**config.mk**
```make
export PLATFORM = sky130hd
export DESIGN_NAME = load_store_unit
export DESIGN_NICKNAME = d
export VERILOG_FILES = /design/src/rtl/lsu_pkg.sv /design/src/rtl/lsu_align.sv /design/src/rtl/load_store_unit.sv
export SDC_FILE = /design/constraint.sdc
export NUM_CORES = 1
export LEC_CHECK = 0
export BUFFER_PORTS_ARGS = -buffer_cell sky130_fd_sc_hd__buf_2
export CAP_MARGIN = 20
export CORE_MARGIN = 3
export CORE_UTILIZATION = 35
export CTS_CLUSTER_DIAMETER = 120
export DETAILED_ROUTE_END_ITERATION = 10
export PLACE_DENSITY = 0.58
export SLEW_MARGIN = 20
export SYNTH_ARGS = -nofsm -noshare
export SYNTH_HDL_FRONTEND = slang
export SYNTH_SLANG_ARGS = --single-unit
```
**constraint.sdc**
```tcl
create_clock -name clk_i -period 4 [get_ports clk_i]
set_input_delay 0.6 -clock clk_i [delete_from_list [all_inputs] [get_ports clk_i]]
set_output_delay 0.6 -clock clk_i [all_outputs]
set_load 0.03 [all_outputs]
```
**src/rtl/lsu_pkg.sv**
```systemverilog
// lsu_pkg: shared types, funct3 encodings and request legality check for the load/store unit
package lsu_pkg;

   localparam int DM_DEPTH_DFLT = 256;

   localparam logic [2:0] F3_B  = 3'b000;
   localparam logic [2:0] F3_H  = 3'b001;
   localparam logic [2:0] F3_W  = 3'b010;
   localparam logic [2:0] F3_BU = 3'b100;
   localparam logic [2:0] F3_HU = 3'b101;

   typedef enum logic [2:0] {
      S_IDLE,
      S_LD_RD,
      S_LD_FMT,
      S_ST_RD,
      S_ST_MRG,
      S_ST_WR,
      S_RSP
   } lsu_state_e;

   // Illegal funct3 for the direction, or an access not aligned to its own size
   function automatic logic req_err(input logic we, input logic [2:0] f3, input logic [1:0] off);
      logic bad_f3;
      bad_f3 = we ? (f3 > F3_W) : (f3 == 3'b011 || f3[2:1] == 2'b11);
      return bad_f3 || (f3[1:0] == 2'b01 && off[0]) || (f3 == F3_W && off != 2'b00);
   endfunction

endpackage

```
**src/rtl/lsu_align.sv**
```systemverilog
// lsu_align: load lane extract/extend and store lane merge into a read word
module lsu_align
   import lsu_pkg::*;
(
   input  logic [2:0]  funct3_i,
   input  logic [1:0]  off_i,
   input  logic [31:0] word_i,
   input  logic [31:0] wdata_i,
   output logic [31:0] ld_data_o,
   output logic [31:0] st_word_o
);

   logic [7:0]  b;
   logic [15:0] h;
   logic [31:0] b_mask;
   logic [31:0] h_mask;

   // Pick the addressed lane for loads and splice the store lane into the old word
   always_comb begin
      b         = 8'(word_i >> {off_i, 3'b000});
      h         = 16'(word_i >> {off_i[1], 4'b0000});
      b_mask    = 32'h0000_00FF << {off_i, 3'b000};
      h_mask    = 32'h0000_FFFF << {off_i[1], 4'b0000};
      ld_data_o = funct3_i == F3_B  ? {{24{b[7]}}, b} :
                  funct3_i == F3_BU ? {24'h0, b} :
                  funct3_i == F3_H  ? {{16{h[15]}}, h} :
                  funct3_i == F3_HU ? {16'h0, h} : word_i;
      st_word_o = funct3_i == F3_B ? (word_i & ~b_mask) | ({4{wdata_i[7:0]}} & b_mask) :
                  funct3_i == F3_H ? (word_i & ~h_mask) | ({2{wdata_i[15:0]}} & h_mask) : wdata_i;
   end

endmodule

```
**src/rtl/load_store_unit.sv**
```systemverilog
// load_store_unit: one-at-a-time load/store sequencer with read-modify-write for sub-word stores
module load_store_unit
   import lsu_pkg::*;
#(
   parameter int DM_DEPTH = DM_DEPTH_DFLT,
   parameter int DM_AW    = $clog2(DM_DEPTH)
) (
   input  logic        clk_i,
   input  logic        LSUrst_i,
   input  logic        req_valid_i,
   output logic        req_ready_o,
   input  logic        req_we_i,
   input  logic [2:0]  req_funct3_i,
   input  logic [31:0] req_addr_i,
   input  logic [31:0] req_wdata_i,
   output logic        rsp_valid_o,
   output logic [31:0] rsp_rdata_o,
   output logic        rsp_err_o,
   output logic [31:0] dm_addr_o,
   output logic [31:0] dm_wdata_o,
   output logic        dm_wr_en_o,
   output logic        dm_rd_en_o,
   input  logic [31:0] dm_rdata_i
);

   lsu_state_e  state_q, state_d;
   logic [2:0]  funct3_q, funct3_d;
   logic [1:0]  off_q, off_d;
   logic [31:0] wdata_q, wdata_d;
   logic [31:0] dm_addr_q, dm_addr_d;
   logic [31:0] dm_wdata_q, dm_wdata_d;
   logic [31:0] rsp_rdata_q, rsp_rdata_d;
   logic        dm_wr_en_q, dm_wr_en_d;
   logic        dm_rd_en_q, dm_rd_en_d;
   logic        rsp_valid_q, rsp_valid_d;
   logic        rsp_err_q, rsp_err_d;
   logic [31:0] ld_data;
   logic [31:0] st_word;
   logic        unused_addr;

   assign unused_addr = ^req_addr_i[31:DM_AW+2];

   lsu_align u_align (
      .funct3_i  (funct3_q),
      .off_i     (off_q),
      .word_i    (dm_rdata_i),
      .wdata_i   (wdata_q),
      .ld_data_o (ld_data),
      .st_word_o (st_word)
   );

   // Sequencing: accept in IDLE, memory strobes and response are one-cycle pulses
   always_comb begin
      state_d     = state_q;
      funct3_d    = funct3_q;
      off_d       = off_q;
      wdata_d     = wdata_q;
      dm_addr_d   = dm_addr_q;
      dm_wdata_d  = dm_wdata_q;
      dm_wr_en_d  = 1'b0;
      dm_rd_en_d  = 1'b0;
      rsp_valid_d = 1'b0;
      rsp_err_d   = 1'b0;
      rsp_rdata_d = 32'h0;
      case (state_q)
         S_IDLE: if (req_valid_i) begin
            funct3_d  = req_funct3_i;
            off_d     = req_addr_i[1:0];
            wdata_d   = req_wdata_i;
            dm_addr_d = 32'(req_addr_i[DM_AW+1:2]);
            if (req_err(req_we_i, req_funct3_i, req_addr_i[1:0])) begin
               state_d     = S_RSP;
               rsp_valid_d = 1'b1;
               rsp_err_d   = 1'b1;
            end else if (req_we_i && req_funct3_i == F3_W) begin
               state_d    = S_ST_WR;
               dm_wr_en_d = 1'b1;
               dm_wdata_d = req_wdata_i;
            end else begin
               state_d    = req_we_i ? S_ST_RD : S_LD_RD;
               dm_rd_en_d = 1'b1;
            end
         end
         S_LD_RD: state_d = S_LD_FMT;
         S_LD_FMT: begin
            state_d     = S_RSP;
            rsp_valid_d = 1'b1;
            rsp_rdata_d = ld_data;
         end
         S_ST_RD: state_d = S_ST_MRG;
         S_ST_MRG: begin
            state_d    = S_ST_WR;
            dm_wr_en_d = 1'b1;
            dm_wdata_d = st_word;
         end
         S_ST_WR: begin
            state_d     = S_RSP;
            rsp_valid_d = 1'b1;
         end
         default: state_d = S_IDLE;
      endcase
   end

   // State and registered outputs; reset abandons any request in flight
   always_ff @(posedge clk_i or posedge LSUrst_i) begin
      if (LSUrst_i) begin
         state_q     <= S_IDLE;
         funct3_q    <= 3'h0;
         off_q       <= 2'h0;
         wdata_q     <= 32'h0;
         dm_addr_q   <= 32'h0;
         dm_wdata_q  <= 32'h0;
         dm_wr_en_q  <= 1'b0;
         dm_rd_en_q  <= 1'b0;
         rsp_valid_q <= 1'b0;
         rsp_err_q   <= 1'b0;
         rsp_rdata_q <= 32'h0;
      end else begin
         state_q     <= state_d;
         funct3_q    <= funct3_d;
         off_q       <= off_d;
         wdata_q     <= wdata_d;
         dm_addr_q   <= dm_addr_d;
         dm_wdata_q  <= dm_wdata_d;
         dm_wr_en_q  <= dm_wr_en_d;
         dm_rd_en_q  <= dm_rd_en_d;
         rsp_valid_q <= rsp_valid_d;
         rsp_err_q   <= rsp_err_d;
         rsp_rdata_q <= rsp_rdata_d;
      end
   end

   assign req_ready_o = state_q == S_IDLE;
   assign rsp_valid_o = rsp_valid_q;
   assign rsp_rdata_o = rsp_rdata_q;
   assign rsp_err_o   = rsp_err_q;
   assign dm_addr_o   = dm_addr_q;
   assign dm_wdata_o  = dm_wdata_q;
   assign dm_wr_en_o  = dm_wr_en_q;
   assign dm_rd_en_o  = dm_rd_en_q;

endmodule

```
# After elaboration in Yosys (flattened, before gate mapping)
# Cells that the tools add are included.
# word_totals
register_bits,116
inputBits,103
out_inout_bits,101
elab_cells,81
# op_classes
order_cmp,1
eq_ne,15
n_shift,4
mux,29
n_bitwise,8
reduce_logical,13
# ops
cell,n
two-way mux 32 bit,10
bitwise AND 32 bit,4
NOT 32 bit,2
bitwise OR 32 bit,2
case mux 32 bit (2 select lines),1
"left shift 16 x 5 -> 32 bit, first input constant",1
"left shift 8 x 5 -> 32 bit, first input constant",1
right shift 32 x 5 -> 16 bit,1
right shift 32 x 5 -> 8 bit,1
case mux 3 bit (5 select lines),1
"equality test 3 x 2 -> 1 bit, second input constant",4
"equality test 3 bit, second input constant",4
two-way mux 1 bit,11
two-way mux 3 bit,3
"equality test 3 x 1 -> 1 bit, second input constant",2
logical NOT 3 bit,2
"inequality test 2 bit, second input constant",2
case mux 1 bit (2 select lines),2
AND reduction 4 bit,1
nonzero test 2 bit,2
"> comparator 3 x 2 -> 1 bit, second input constant",1
logical AND 1 bit,3
logical OR 1 bit,3
"equality test 2 x 1 -> 1 bit, second input constant",1
5 further kinds,5

# Longest topological paths before layout
# Gate-level depths: netlist (run 1).
# depth
word_depth,8
mapped_depth,7
depth_no_buf,4

# Modules after synthesis
# Synthesis (run 1) repeated with hierarchy kept, for this count alone.
# hier_totals
cells_unflattened,634
hier_area_um2,6163.4
# modules_own_cells
mod,instances,cells_each,area_each_um2,seq_area_each_um2
load_store_unit,1,403,4774.6,2902.8
lsu_align,1,231,1388.8,0.0

# Worst setup path before layout (run 1)
# Ideal clock, no wire load.
# synth_path
path_type,in2reg
startpoint,input port req_addr_i[1]
endpoint,register dm_wdata_q[8] (netlist: dm_wdata_o[8])
setup_time_ns,0.138
t_arrival_ns,1.736
t_required_ns,3.862
path_slack_ns,2.126
cell_stages,6
n_path_buf,2
cell_sequence,nor4_4 and4_4 buf_12 buf_12 mux2i_1 o22ai_1
# synth_via
elab_chain_len,5
# synth_lines
element,line_no,rtl
from (decl),load_store_unit.sv:14,"input logic [31:0] req_addr_i,"
nonzero test 2 bit,lsu_pkg.sv:26,return bad_f3 || (f3[1:0] == 2'b01 && off[0]) || (f3 == F3_W && off != 2'b00);
logical AND 1 bit,lsu_pkg.sv:26,
logical OR 1 bit,lsu_pkg.sv:26,
inequality test 2 bit (no line),--,
AND reduction 4 bit (no line),--,
to (signal assigned),load_store_unit.sv:124,dm_wdata_q <= dm_wdata_d;
to (decl),load_store_unit.sv:31,"logic [31:0] dm_wdata_q, dm_wdata_d;"
# No other way between the ends.
# A chain may end at the register's enable or synchronous reset.

# Worst setup path after layout (run 1)
# layout_path
startpoint,register funct3_q[1]
endpoint,register rsp_rdata_q[15] (netlist: rsp_rdata_o[15])
# layout_via
elab_chain_len,6
word_cells_on_any_way,9
cone_classes,eq/ne: 3; mux: 5; reduce/logical: 1
# layout_lines
element,line_no,rtl
from (decl),load_store_unit.sv:27,"logic [2:0] funct3_q, funct3_d;"
from (signal assigned),load_store_unit.sv:120,funct3_q <= funct3_d;
equality test 3 bit,lsu_align.sv:27,"funct3_i == F3_HU ? {16'h0, h} : word_i;"
two-way mux 32 bit,lsu_align.sv:27,
two-way mux 32 bit,lsu_align.sv:26,"funct3_i == F3_H ? {{16{h[15]}}, h} :"
two-way mux 32 bit,lsu_align.sv:25,"funct3_i == F3_BU ? {24'h0, b} :"
two-way mux 32 bit *,lsu_align.sv:24,"ld_data_o = funct3_i == F3_B ? {{24{b[7]}}, b} :"
two-way mux 32 bit *,load_store_unit.sv:65,case (state_q)
net rsp_rdata_d[15],load_store_unit.sv:32,"logic [31:0] rsp_rdata_q, rsp_rdata_d;"
to (signal assigned),load_store_unit.sv:129,rsp_rdata_q <= rsp_rdata_d;
to (decl),load_store_unit.sv:32,
# The timed path passes the listed nets; every way through them passes the cells marked *.

==> results.toml, run 1 <==
[yosys]
synth_seq_area_share = 0.4744
synth_seq_cells = 116
synth_compound_area_frac = 0.1746
yosys.area.top_type = "dfrtp_1"
synth_top_area_share = 0.4744
synth_most_common_cell = "dfrtp_1"
syn-instance-count = 562
muxShareOfSynthArea = 0.1775
ys_types = 48
async_flop_share = 1.000
synthTopCellsByArea = "dfrtp_1 47%, mux2_2 8.8%, mux2i_1 5.2%, o22ai_1 4.9%, buf_4 2.9%"
netlist_area_um2 = 6118
yosys.area_share.simple = 0.09898
yosysWarnings = 0
synth.avg_cell_area_um2 = 10.89
synth_ff_type = "dfrtp_1"
synth_edf_count = 0
synthAdderAreaFrac = 0
ys_top_cells_by_count = "116 x dfrtp_1, 48 x mux2_2, 48 x o22ai_1, 32 x mux2i_1, 29 x nand2_1"
synth_top_family_by_area = "multiplexers"
synth_xor_area_frac = 0

[hold_path]
min_path_type = "input port to async pin"

[clock_tree]
ctsLongestPathBuffers = 2
cts_hold_buf = 0
cts-root-buf = "clkbuf_16"
cts_tree = "built"
cts_num_sinks = 116
cts-buffers-inserted = 17
worstSkewPairLatency_ns = 0.41
clkTransAtPathRegs_ns = 0.06
cts_setup_buffers = 0
cts_htree_levels = 4
cts_resized = 0

[sta]
setup_viol = 0
worst_slew_pin_slew_ns = 0.9272
finalHoldViolCount = 0
min_period_over_period = 0.6302
maxSlewViolCount = 0
clock_skew_ns = 0.005529
fin_ws_ns = 1.479
hold_slack_ns = 0.3217
setup-tns-final_ns = 0
maxSlewHeadroom = 0.3818
fin_crit_ns = 2.521
max_freq_mhz = 396.7
rsz0062_at_grt = "no"

[placed_design]
place_congestion = 0.8566
post-dp-hpwl_um = 13650
preCtsSetupSlack_ns = 1.513
port-buffer-count = 157

[finish]
final_nets = 801
layout-drive-gt1-share = 0.3671
layout-area-overhead-vs-synth_pct = 23.25
regArea_um2 = 2903
multi_input_area_um2 = 2858
n_fill_cell = 1606

[setup_path]
critPathKind = "flip-flop to flip-flop"
cp_data_required_time_ns = 4.25
worstPathCellList = "nor2_1 -> buf_4 -> nand2_1 -> o21ai_2 -> nor2_1"
crit_path_end_kind = "flip-flop"
path_max_fanout = 26
start_kind = "flip-flop"
critPathMaxStageDelay_ns = 0.81
crit_arrival_ns = 2.77
crit_top_cell = "nor2_1"
slowest_stage = "o21ai_2"

[floorplan]
io_pins = 204
die_x_um = 138.2
core_area_um2 = 16820
die_y_um = 138.2
initial_core_util = 0.3638
rows = 47
dieArea_um2 = 19100

[global_routing]
grt_pass1_wl_um = 29530
grt_usage = 0.1953
gr-total-overflow = 0
grt_pass1_vias = 5121
grt_start_max_net_pins = 63
antenna_found_initial = 3

[job]
cap_violations = 0

[routing]
first_iter_violations = 480
postRouteAntennaNets = 0
drc = 0
wl_um = 18730
firstDrtPassIters = 5
wl_per_cell_um = 20.08
vias_per_cell = 5.447
num_vias = 5082

[pwr]
p_leak_nw = 3.605
power_density_nw_per_um2 = 897.4
vdd_drop_max_uv = 341.2

[outcome]
status = "complete, no violations"
==> final timing paths <==
path                          startpoint              end  slack (ns)  cells past startpoint
max in group asynchronous       LSUrst_i         off_q[1]        2.85                      3
max                          funct3_q[1]  rsp_rdata_o[15]        1.48                      5
max reg2reg                  funct3_q[1]  rsp_rdata_o[15]        1.48                      5
min                             LSUrst_i     dm_addr_o[7]        0.32                      2
min in group clk_i         req_addr_i[2]     dm_addr_o[0]        0.42                      2
min reg2reg                  wdata_q[17]      wdata_q[17]        0.50                      1
==> cells by family after synthesis <==
group           after synthesis
flops                       116
buf+inv                      79
mux                          93
compound gates              163
simple gates                110
other cells                   1
==> metal layers <==
layer / vias to the layer above / global-route usage / routed length, um
met4: 4 / 0.06032 / 337
met1: 2534 / 0.2655 / 8206
met2: 200 / 0.2986 / 8598
met3: 28 / 0.06354 / 1561
met5: - / 0 / 27
li1: 2316 / - / -
==> layout make-up <==
| type | count | share of cell area |
|---|---|---|
| clock buffers | 23 | 0.06471 |
| well taps | 220 | 0.03650 |
| inverters | 9 | 0.004812 |
| clock inverters | 9 | 0.01659 |
| multi-input cells | 390 | 0.3790 |
| repair buffers | 164 | 0.1128 |
| flip-flops and latches | 116 | 0.3849 |
| diodes | 2 | 0.0006637 |
==> power by group <==
group          internal [mW]  switching [mW]  total, mW  leakage [nW]
Combinational           1.18            1.95       3.13          1.85
Sequential              1.66           0.415       2.08          1.46
Clock                   1.04           0.518       1.56         0.299
==> cells in the final DEF (no fill, tap or decap), types with 10 or more instances in the layout <==
cell type,count
buf_2,157
clkbuf_16,17
nor2_1,13
dfrtp_1,116
nand2b_1,10
o211ai_1,14
mux2_2,48
o22ai_1,48
nor2b_1,11
o21a_1,15
conb_1,24
nand2_1,29
o21ai_0,18
nand3_1,16
a21oi_1,27
nor3b_1,10
mux2i_1,32
==> critical path, delay by kind of cell (launching register included) <==
kind                   cells  cell delay (ns)
AND/OR/NAND/NOR            3             0.59
buffers and inverters      1             0.32
AO/OA/AOI/OAI              1             0.81
flip-flops                 1             0.62
==> through the flow <==
| stage | instances | utilization | total power [mW] | cell area (um2) |
|---|---|---|---|---|
| finish | 933 | 0.4484 | 6.767 | 7541 |
| detailed placement | 899 | 0.4112 | 5.207 | 6915 |
| floorplan | 585 | - | 4.375 | 6205 |
| CTS | 931 | 0.4476 | 6.798 | 7528 |
| global route | 932 | 0.4482 | 7.196 | 7538 |
| global placement | 899 | 0.4112 | 5.128 | 6915 |
==> sequential cells by signal, indices dropped and copies added, names as in the netlist <==
signal       flops
dm_wdata_o      32
rsp_rdata_o     32
wdata_q         32
dm_addr_o        8
funct3_q         3
state_q          3
off_q            2
dm_rd_en_o       1
dm_wr_en_o       1
rsp_err_o        1
rsp_valid_o      1
No activity file was read; power rests on OpenSTA's default activity.
==> inputs of run 2 (changes only) <==
--- a/config.mk
+++ b/config.mk
@@ -11,7 +11,7 @@
 export CORE_UTILIZATION = 35
 export CTS_CLUSTER_DIAMETER = 120
 export DETAILED_ROUTE_END_ITERATION = 10
-export PLACE_DENSITY = 0.58
+export PLACE_DENSITY = 0.6
 export SLEW_MARGIN = 20
 export SYNTH_ARGS = -nofsm -noshare
 export SYNTH_HDL_FRONTEND = slang
==> constraint.sdc (replaced) <==
create_clock -name clk_i -period 2.17 [get_ports clk_i]
set_input_delay 0.3255 -clock clk_i [delete_from_list [all_inputs] [get_ports clk_i]]
set_output_delay 0.3255 -clock clk_i [all_outputs]
set_load 0.03 [all_outputs]
==> results.toml, run 2 (synthesis gave the netlist of run 1 again) <==
[setup_path]
cp_data_required_time_ns = 2.45
crit_path_end_kind = "flip-flop"
path_max_fanout = 12
critPathKind = "flip-flop to flip-flop"
r2r_cells = 4
start_kind = "flip-flop"
crit_arrival_ns = 2.26

[clock_tree]
worstSkewPairLatency_ns = 0.41
cts_htree_levels = 4
cts_tree = "built"
clkTransAtPathRegs_ns = 0.05
cts-root-buf = "clkbuf_16"
cts-buffers-inserted = 17
cts_num_sinks = 116
ctsLongestPathBuffers = 2

[sta]
setup_viol = 0
fin_crit_ns = 1.982
max_freq_mhz = 504.5
finalHoldViolCount = 0
rsz0062_at_grt = "no"
maxSlewHeadroom = 0.2821
clock_skew_ns = 0.005592
worst_slew_pin_slew_ns = 1.075
setup-tns-final_ns = 0
min_period_over_period = 0.9135
maxSlewViolCount = 0

[pwr]
p_leak_nw = 3.639
power_density_nw_per_um2 = 1637
vdd_drop_max_uv = 656.7

[global_routing]
gr-total-overflow = 0
grt_pass1_vias = 4948
grt_usage = 0.1965
grt_pass1_wl_um = 29500
antenna_found_initial = 2
grt_start_max_net_pins = 117

[routing]
first_iter_violations = 400
vias_per_cell = 5.403
drc = 0
postRouteAntennaNets = 0
wl_per_cell_um = 20.05
firstDrtPassIters = 6
wl_um = 18890
num_vias = 5090

[finish]
final_util = 0.4514
layout-area-overhead-vs-synth_pct = 24.09
layout-drive-gt1-share = 0.3745
final_cell_mix = "157 x buf_2, 116 x dfrtp_1, 48 x o22ai_1, 48 x mux2_2, 32 x mux2i_1"
n_fill_cell = 1621
multi_input_area_um2 = 2855
layout_commonest_cell = "buf_2"
regArea_um2 = 2903
final_nets = 811

[floorplan]
dieArea_um2 = 19100
io_pins = 204
core_area_um2 = 16820
initial_core_util = 0.3638
rows = 47
die_x_um = 138.2
die_y_um = 138.2

[placed_design]
place_congestion = 0.8656
post-dp-hpwl_um = 13570
port-buffer-count = 157

[hold_path]
min_path_type = "input port to async pin"

[job]
cap_violations = 0

[outcome]
status = "complete, no violations"
## run 2: cell count changes in the layout (fill, tap and decap cells not counted), sizes merged
cell    change
diode       -1
bufinv      -2
clkbuf      -1
clkinv      +4
inv         -1
buf        +10
## run 2: worst paths after layout
check | to | slack, ns | from
max | dm_wdata_o[18] | 0.19 | off_q[0]
min reg2reg | wdata_q[27] | 0.50 | wdata_q[27]
max in group asynchronous | wdata_q[0] | 1.60 | LSUrst_i
min in group clk_i | dm_addr_o[6] | 0.14 | req_addr_i[8]
min | dm_rd_en_o | 0.08 | LSUrst_i
max reg2reg | dm_wdata_o[18] | 0.19 | off_q[0]
## run 2: what timing repair did
item / 4_1_cts / 5_1_grt
hold buffers: 0 / 0
resized for setup: 0 / 1
setup endpoints to repair: 0 / 1
endpoints found under the hold margin: 0 / 0
setup buffers: 0 / 0
## run 2: critical path: stages, from the launching register on
cell	delay [ns]
dfrtp_1	0.50
nand2b_1	0.37
nand2_1	0.28
a211oi_1	0.53
o22ai_1	0.16
## run 2: metrics by stage
stage	total power [mW]	setup slack, ns	hold WS (ns)	cell area, um2	cells
floorplan	8.066	0.4311	0.4584	6208	585
global placement	9.640	0.3212	0.4695	7029	909
detailed placement	9.799	0.2159	0.4815	7029	909
CTS	12.51	0.2139	0.1063	7585	941
global route	13.24	0.08457	0.1205	7590	941
finish	12.43	0.1877	0.08037	7592	942
## run 2: report_power, final
group	total (mW)	switching, mW	internal [mW]
Combinational	6.07	3.73	2.34
Clock	2.62	0.975	1.65
Sequential	3.74	0.668	3.07
## run 2: routing by layer
metal / vias to the layer above / routed length, um / global-route usage
met5: - / 21 / 0
li1: 2329 / - / -
met3: 22 / 1638 / 0.07079
met4: 4 / 310 / 0.05460
met1: 2519 / 8167 / 0.2678
met2: 216 / 8754 / 0.2975
## run 2: final cells by class
type	count	share of cell area
flip-flops and latches	116	0.3823
multi-input cells	390	0.3761
repair buffers	174	0.1269
clock buffers	22	0.06246
well taps	220	0.03626
clock inverters	10	0.01071
inverters	9	0.004944
diodes	1	0.0003296
==> inputs of run 3 (changes only) <==
--- a/config.mk
+++ b/config.mk
@@ -8,10 +8,11 @@
 export BUFFER_PORTS_ARGS = -buffer_cell sky130_fd_sc_hd__buf_2
 export CAP_MARGIN = 20
 export CORE_MARGIN = 3
-export CORE_UTILIZATION = 35
+export CORE_UTILIZATION = 46
 export CTS_CLUSTER_DIAMETER = 120
+export CTS_CLUSTER_SIZE = 40
 export DETAILED_ROUTE_END_ITERATION = 10
-export PLACE_DENSITY = 0.6
+export PLACE_DENSITY = 0.76
 export SLEW_MARGIN = 20
 export SYNTH_ARGS = -nofsm -noshare
 export SYNTH_HDL_FRONTEND = slang
==> results.toml, run 3 (synthesis gave the netlist of run 1 again) <==
[outcome]
status = "complete, no violations"

[sta]
maxSlewViolCount = 0
maxSlewHeadroom = 0.5678
rsz0062_at_grt = "no"
finalHoldViolCount = 0
setup_viol = 0
min_period_over_period = 0.9045
max_freq_mhz = 509.5
fin_crit_ns = 1.963
clock_skew_ns = 0.005963
fin_ws_ns = 0.2073
setup-tns-final_ns = 0
worst_slew_pin_slew_ns = 0.6479

[clock_tree]
cts_resized = 0
clkTransAtPathRegs_ns = 0.05
cts_hold_buf = 0
cts_num_sinks = 116
ctsLongestPathBuffers = 2
cts_setup_buffers = 0
cts-buffers-inserted = 17
cts-root-buf = "clkbuf_16"
cts_tree = "built"
cts_htree_levels = 4
worstSkewPairLatency_ns = 0.41

[pwr]
vdd_drop_max_uv = 764.5
p_total_mw = 12.36
power_density_nw_per_um2 = 1645
p_leak_nw = 3.634

[routing]
wl_per_cell_um = 19.84
firstDrtPassIters = 5
wl_um = 17660
postRouteAntennaNets = 0
num_vias = 5150
drc = 0
first_iter_violations = 414
vias_per_cell = 5.787

[floorplan]
dieArea_um2 = 14720
rows = 41
initial_core_util = 0.4771
io_pins = 204
die_x_um = 121.3
core_area_um2 = 12820
die_y_um = 121.3

[placed_design]
place_congestion = 0.9368
post-dp-hpwl_um = 12710
port-buffer-count = 157
preCtsSetupSlack_ns = 0.2673

[global_routing]
gr-total-overflow = 0
grt_pass1_wl_um = 27480
grt_pass1_vias = 4944
antenna_found_initial = 0
grt_usage = 0.2437
grt_start_max_net_pins = 117

[setup_path]
path_max_fanout = 12
reg2reg_to = "dm_wdata_o[17]"
cp-endpoint = "dm_wdata_o[17]"
r2r-start = "off_q[0]"
critPathKind = "flip-flop to flip-flop"
start_kind = "flip-flop"
critical_path.startpoint = "off_q[0]"
crit_path_end_kind = "flip-flop"
cp_data_required_time_ns = 2.44
crit_arrival_ns = 2.24
r2r_slack_ns = 0.21
r2r_cells = 4

[hold_path]
min_path_type = "input port to async pin"

[finish]
layout-drive-gt1-share = 0.3705
final_cell_mix = "157 x buf_2, 116 x dfrtp_1, 48 x o22ai_1, 48 x mux2_2, 32 x mux2i_1"
layout-area-overhead-vs-synth_pct = 22.82
layout_commonest_cell = "buf_2"
antenna_cells = 0
n_fill_cell = 1096
final_nets = 811

[job]
cap_violations = 0
==> run 3: worst max-delay path: stages (launching register included) <==
cell      delay [ns]
dfrtp_1         0.50
nand2b_1        0.41
nand2_1         0.29
a211oi_1        0.45
o22ai_1         0.17
==> run 3: final cells by class <==
class / count / area, um2 / area share
tap: 172 / 215.2 / 0.02864
sequential: 116 / 2903 / 0.3863
clock inverter: 5 / 75.07 / 0.009990
timing repair buffer: 174 / 938.4 / 0.1249
multi-input combinational: 390 / 2854 / 0.3798
clock buffer: 24 / 491.7 / 0.06543
inverter: 9 / 37.54 / 0.004995
==> run 3: through the flow <==
| stage | instance area (um2) | std cells | utilization | hold WS, ns |
|---|---|---|---|---|
| global placement | 6944 | 861 | 0.5415 | 0.4693 |
| global route | 7515 | 890 | 0.5860 | 0.1387 |
| finish | 7515 | 890 | 0.5860 | 0.1005 |
| CTS | 7511 | 890 | 0.5857 | 0.1189 |
| detailed placement | 6944 | 861 | 0.5415 | 0.4793 |
| floorplan | 6208 | 585 | - | 0.4584 |
==> run 3: worst min path at each step <==
stage	slack (ns)	endpoint	from	cells past startpoint
final	0.10	rsp_rdata_o[30]	LSUrst_i	3
after global routing	0.14	wdata_q[29]	req_wdata_i[29]	2
after CTS	0.12	rsp_rdata_o[23]	LSUrst_i	3
after detailed placement	0.48	wdata_q[29]	wdata_q[29]	1
after global placement	0.47	wdata_q[27]	wdata_q[27]	1
after floorplan	0.46	wdata_q[27]	wdata_q[27]	1
==> run 3: where the power goes <==
group	switching [mW]	total (mW)	internal [mW]
sequential	0.684	3.75	3.07
clock	0.911	2.69	1.78
combinational	3.63	5.91	2.29
total	5.22	12.4	7.14
==> run 3: per-layer routing <==
metal	share of wire	vias to the layer above	global-route usage	wire length, um
li1	-	2335	-	-
met1	0.42	2526	0.3273	7453
met2	0.47	253	0.3748	8213
met3	0.084	36	0.06946	1482
met4	0.029	0	0.09384	511
met5	0	-	0	0
